### config.mk
export PLATFORM = sky130hd
export DESIGN_NAME = snitch_icache_perf_cnt
export DESIGN_NICKNAME = d
export VERILOG_FILES = /design/src/rtl/snitch_icache_perf_cnt.sv
export SDC_FILE = /design/constraint.sdc
export NUM_CORES = 1
export LEC_CHECK = 0
export ABC_CLOCK_PERIOD_IN_PS = 4690
export BUFFER_PORTS_ARGS = -buffer_cell sky130_fd_sc_hd__buf_4
export CAP_MARGIN = 20
export CORE_ASPECT_RATIO = 1.25
export CORE_MARGIN = 2
export CORE_UTILIZATION = 40
export CTS_CLUSTER_DIAMETER = 50
export DETAILED_ROUTE_END_ITERATION = 8
export GPL_TIMING_DRIVEN = 0
export PLACE_DENSITY_LB_ADDON = 0.3
export SLEW_MARGIN = 20
export SYNTH_ARGS = -nofsm -noshare
export SYNTH_HDL_FRONTEND = slang
export SYNTH_SLANG_ARGS = --single-unit
### constraint.sdc
create_clock -name clk_i -period 4.69 [get_ports clk_i]
set_input_delay 0.938 -clock clk_i [delete_from_list [all_inputs] [get_ports clk_i]]
set_output_delay 0.938 -clock clk_i [all_outputs]
set_load 0.01 [all_outputs]
### src/rtl/snitch_icache_perf_cnt.sv
// snitch_icache_perf_cnt: per-event performance counters fed by the icache L0/L1 event vectors.
// Ports: clk_i/rst_ni clock and async active-low reset; l0_events_i five event bits per fetch port;
// l1_events_i four L1 event bits; req_i/we_i/addr_i/wdata_i register request; gnt_o grant;
// rvalid_o/rdata_o/err_o registered response one cycle after each request.
module snitch_icache_perf_cnt #(
  parameter int NR_FETCH_PORTS = 4,
  parameter int CNT_W = 32
) (
  input  logic                        clk_i,
  input  logic                        rst_ni,
  input  logic [5*NR_FETCH_PORTS-1:0] l0_events_i,
  input  logic [3:0]                  l1_events_i,
  input  logic                        req_i,
  input  logic                        we_i,
  input  logic [3:0]                  addr_i,
  input  logic [31:0]                 wdata_i,
  output logic                        gnt_o,
  output logic                        rvalid_o,
  output logic [31:0]                 rdata_o,
  output logic                        err_o
);
  localparam int PW = $clog2(NR_FETCH_PORTS + 1);
  logic [8:0][CNT_W-1:0] cnt_q, cnt_d;
  logic [8:0][PW-1:0] inc;
  logic [8:0][CNT_W:0] sum;
  logic [8:0] ovf_q, ovf_d, ovf_new;
  logic en_q, en_d, sat_q, sat_d, rvalid_q, err_q;
  logic [31:0] rdata_q, rd_val;
  logic wr, wr_cnt, wr_ctrl, wr_ovf;
  assign gnt_o    = req_i;
  assign rvalid_o = rvalid_q;
  assign rdata_o  = rdata_q;
  assign err_o    = err_q;
  assign wr      = req_i & we_i;
  assign wr_cnt  = wr & (addr_i < 4'd9);
  assign wr_ctrl = wr & (addr_i == 4'd9);
  assign wr_ovf  = wr & (addr_i == 4'd10);
  // Counter k (0..4) takes L0 event bit 4-k summed over ports; counter 5+k takes L1 bit 3-k.
  always_comb begin
    inc = '0;
    for (int p = 0; p < NR_FETCH_PORTS; p++)
      for (int e = 0; e < 5; e++)
        inc[e] = inc[e] + PW'(l0_events_i[5*p+4-e]);
    for (int e = 0; e < 4; e++)
      inc[5+e] = PW'(l1_events_i[3-e]);
  end
  always_comb begin
    sum = '0;
    for (int i = 0; i < 9; i++)
      sum[i] = {1'b0, cnt_q[i]} + (CNT_W+1)'(inc[i]);
  end
  // Priority, lowest to highest: increment, register write, clear.
  always_comb begin
    cnt_d   = cnt_q;
    ovf_new = '0;
    for (int i = 0; i < 9; i++) begin
      ovf_new[i] = en_q & sum[i][CNT_W];
      if (en_q) cnt_d[i] = (sat_q & sum[i][CNT_W]) ? {CNT_W{1'b1}} : sum[i][CNT_W-1:0];
    end
    if (wr_cnt) begin
      cnt_d[addr_i]   = wdata_i[CNT_W-1:0];
      ovf_new[addr_i] = 1'b0;
    end
    ovf_d = (ovf_q & ~(wr_ovf ? wdata_i[8:0] : 9'd0)) | ovf_new;
    en_d  = wr_ctrl ? wdata_i[0] : en_q;
    sat_d = wr_ctrl ? wdata_i[1] : sat_q;
    if (wr_ctrl & wdata_i[2]) begin
      cnt_d = '0;
      ovf_d = '0;
    end
  end
  // Reads return pre-update state; writes and unmapped indices respond with zero.
  assign rd_val = we_i             ? 32'd0 :
                  (addr_i < 4'd9)  ? 32'(cnt_q[addr_i]) :
                  (addr_i == 4'd9) ? {30'd0, sat_q, en_q} :
                  (addr_i == 4'd10) ? {23'd0, ovf_q} : 32'd0;
  always_ff @(posedge clk_i or negedge rst_ni) begin
    if (!rst_ni) begin
      cnt_q    <= '0;
      ovf_q    <= '0;
      en_q     <= 1'b1;
      sat_q    <= 1'b0;
      rvalid_q <= 1'b0;
      rdata_q  <= '0;
      err_q    <= 1'b0;
    end else begin
      cnt_q    <= cnt_d;
      ovf_q    <= ovf_d;
      en_q     <= en_d;
      sat_q    <= sat_d;
      rvalid_q <= req_i;
      if (req_i) begin
        rdata_q <= rd_val;
        err_q   <= addr_i > 4'd10;
      end
    end
  end
endmodule

-- Word level (Yosys, flattened, before mapping)
Index checks and enable logic that the tools add are counted.
- bits in registers: 333
- latch bits: 0
- bits in writable memories: 0
- ROM bits: 0
- bits of input ports: 64
- output and inout bits: 35
- logic and storage cells: 108
- memories: 0
- add/sub/neg operators: 24
- multipliers: 0
- divide/modulo/power cells: 0
- magnitude comparators: 4
- equal/unequal tests: 2
- shift-type cells: 0
- multiplexer cells: 34
- bitwise logic cells: 28
- reductions and logical operators: 1
- operators by type and width (kind ; count):
    two-way mux 32 bit ; 22
    two-way mux 288 bit ; 2
    bitwise mux 288 bit ; 1
    adder 32 x 3 -> 33 bit ; 5
    adder 32 x 1 -> 33 bit ; 4
    binary-select mux 32 bit (select 4 bit) ; 1
    demux 32 bit (select 4 bit) ; 1
    two-way mux 9 bit ; 5
    bitwise AND 1 bit ; 23
    bitwise AND 9 bit ; 2
    inverter 9 bit ; 2
    adder 2 x 1 -> 3 bit ; 5
    adder 3 x 1 -> 3 bit ; 5
    adder 1 x 1 -> 2 bit ; 5
    OR 9 bit ; 1
    == test 4 bit (second input constant) ; 2
    less-than comparator 4 x 5 -> 1 bit (second input constant) ; 1
    demux 1 bit (select 4 bit) ; 1
    >= comparator 4 x 1 -> 1 bit (second input constant) ; 1
    greater-than comparator 4 bit (second input constant) ; 1
    less-than comparator 4 bit (second input constant) ; 1
    logical AND 1 bit ; 1
    two-way mux 1 bit ; 1

-- Longest topological paths before layout
- depth in word-level cells: 10
- mapped depth: 11
- gate-level depth less buffers: 10

-- Worst setup path before layout
Ideal clock, no wire load.
- kind: input-to-reg
- from: input l0_events_i[0]
- to: register cnt_q[129] (netlist bit)
- setup time: 0.125 ns
- arrival time: 3.318 ns
- required time: 4.565 ns
- setup slack: 1.247 ns
- stages: 10
- path buffers: 0
- cells stage by stage: fa_1 inv_1 fa_1 inv_1 fa_1 and4_1 nand4_1 nor4_1 a211oi_1 a2111oi_0
- RTL lines (element ; RTL line ; source):
    from (decl) ; 11 ; input logic [5*NR_FETCH_PORTS-1:0] l0_events_i,
    to (signal assigned) ; 87 ; cnt_q <= cnt_d;
    to (decl) ; 23 ; logic [8:0][CNT_W-1:0] cnt_q, cnt_d;

==> run metrics <==
status=finished clean; sequential cell area fraction in the yosys report=0.390; Die Span X=211 um; Max VDD drop=0.000278 V; Post-synth EDFFs=0; WP data required=5.13 ns; Final Instance Area=0.0245 mm^2; Slew headroom=0.184; leakage=9.31 nW; CP Max Fanout=10; critical path class=flip-flop to flip-flop; initial antenna violation count=7; Sw Share=0.391; num ports=99; arrival time at the worst endpoint=4.78 ns; Hold Crit Class=primary input to asynchronous set/reset pin; layout cell share with drive strength beyond 1=0.0980; Combinational Power Share=0.288; nets=2619; Routed WL per cell=28.3 um; most frequent cells in the layout=dfrtp_1 (332), o21ai_0 (297), a21oi_1 (284); cts bufs inserted=44; diodes inserted=0; global route overflow=0; Slew Limit Fails=0; worst-case clock buffer depth=3; growth of design area from synthesis to finish=14.7%; Die Area=0.0553 mm^2; pin count of the biggest net entering global routing=69; Clock Latency Late Sink=0.61 ns; ys async rst share=1.00; Reg power frac=0.421; Pwr Density=491 mW/mm^2; GRT Overall Usage=0.326; hold buffers post-CTS=0; vias in the first global route=20500; clock share of power=0.291; root buffer cell=clkbuf_16; Post-Syn Area=0.0214 mm^2; crit end category=flip-flop; Internal=7.33 mW; DRT iter0 DRCs=2496; final hold violation count=0; Main synth FF type=dfrtp_1; Chip Height=262 um; Synthesis Warnings=0; commonest non-fill, non-tap cell in the layout=dfrtp_1; switching power=4.70 mW; Post-Syn Instances=2386; fin crit share=0.925; Detail Route Antenna Nets=0; Final Util=0.465; first-pass GRT wire length=133000 um; vias=20900; core box area=0.0527 mm^2; CTS tree=built; Least-Margin Pin Slew=1.21 ns; drt pass-1 iters=6; Placer Congestion=1.05; syn avg cell area=8.95 um^2; Worst Clk Skew=0.0283 ns; Post-CTS Setup Bufs=0; total nets after synthesis=2478; RSZ-0062 raised after global routing=no; Setup crit start kind=flip-flop; drt drc=0; Setup Viol. Count Final=0; Period minus WS final=4.34 ns; Max Freq=231 MHz; post-placement cell count=3153; vias per cell=6.48; Filler cells=5139; max_cap viols=0; Setup TNS Final=0 ns; routed wire length=91500 um; Starting Density=0.405; DP HPWL=69100 um; clk slew on worst S/H paths=0.06 ns; final cell count without fillers=3234; PostCTS Resize Cnt=0; placed instance area=0.0230 mm^2; clock sinks=333; library cells used by synthesis=64; Rows=94; Port Buf Inserts=90; #FFs+latches synth=333; H-tree Lvls=2
sequential cells by signal, indices dropped and copies added, names as in the netlist:
| name | count |
|---|---|
| err_o | 1 |
| ovf_q | 9 |
| en_q | 1 |
| sat_q | 1 |
| cnt_q | 288 |
| rdata_o | 32 |
| rvalid_o | 1 |
power groups by stage:
stage | logic (mW) | clock network [mW] | registers (mW)
finish | 3.46 | 3.50 | 5.07
global route | 3.71 | 3.62 | 5.15
CTS | 3.37 | 3.52 | 4.98
detailed placement | 3.35 | 0 | 5.02
global placement | 3.26 | 0 | 4.98
floorplan | 2.31 | 0 | 4.56
worst max-delay path, cell delays in order (launching register included):
cell	delay [ns]
dfstp_2	0.51
clkbuf_1	0.51
clkbuf_1	0.72
clkbuf_1	0.91
o2111ai_1	0.82
nor3_1	0.43
xnor2_1	0.16
a21oi_1	0.09
worst paths after layout:
path                        startpoint           to  slack [ns]  depth (start not counted)
setup / recovery                  en_q    cnt_q[45]        0.35                          7
hold / removal                  rst_ni   cnt_q[142]        0.24                          1
setup reg to reg                  en_q    cnt_q[45]        0.35                          7
hold reg to reg            rdata_o[30]  rdata_o[30]        0.52                          2
max in group asynchronous       rst_ni     cnt_q[5]        3.11                          4
min in group clk_i               req_i     rvalid_o        0.50                          1
synthesized netlist by cell type, types with 48 or more instances:
cell | n | area, um^2
o21ai_0 | 297 | 1490
mux4_2 | 64 | 1440
nor2_1 | 107 | 402
a31oi_1 | 48 | 300
dfrtp_1 | 332 | 8310
inv_1 | 91 | 342
clkbuf_1 | 125 | 469
nand2_1 | 143 | 537
xor2_1 | 117 | 1020
xnor2_1 | 125 | 1090
a21oi_1 | 284 | 1420
nand4_1 | 104 | 651
nor3_1 | 53 | 265
nand3_1 | 96 | 480
area by class of cell:
type                    count  area, um^2  area share
clock buffers              62        1250      0.0511
well taps                 672         841      0.0343
clock inverters            19         211     0.00863
multi-input cells        1800       12100       0.493
flip-flops and latches    333        8330       0.340
inverters                  91         342      0.0139
repair buffers             95         821      0.0335
plain buffers             162         622      0.0254
stage by stage:
| step | setup WS [ns] | total power, mW | hold slack, ns |
|---|---|---|---|
| CTS | 0.529 | 11.9 | 0.262 |
| global placement | -0.725 | 8.25 | 0.500 |
| detailed placement | -0.0769 | 8.37 | 0.521 |
| finish | 0.352 | 12.0 | 0.244 |
| global route | 0.446 | 12.5 | 0.276 |
| floorplan | 1.25 | 6.87 | 0.473 |
per-layer routing:
layer,global-route usage,wire (um),up-vias
met5,0,0,-
met4,0.230,7470,0
met3,0.0486,7640,331
met2,0.540,43700,1256
met1,0.387,32700,10300
li1,-,-,9074
logic make-up after synthesis:
group | Yosys count | synth area share
AOI/OAI and AO/OA | 724 | 0.185
and+or+nand+nor | 717 | 0.179
buffers and inverters | 253 | 0.0451
adders and majority gates | 28 | 0.0217
xor gates and xnor gates | 242 | 0.0993
muxes | 89 | 0.0792
DFF | 333 | 0.390
Power figures use the tool's default switching activity.
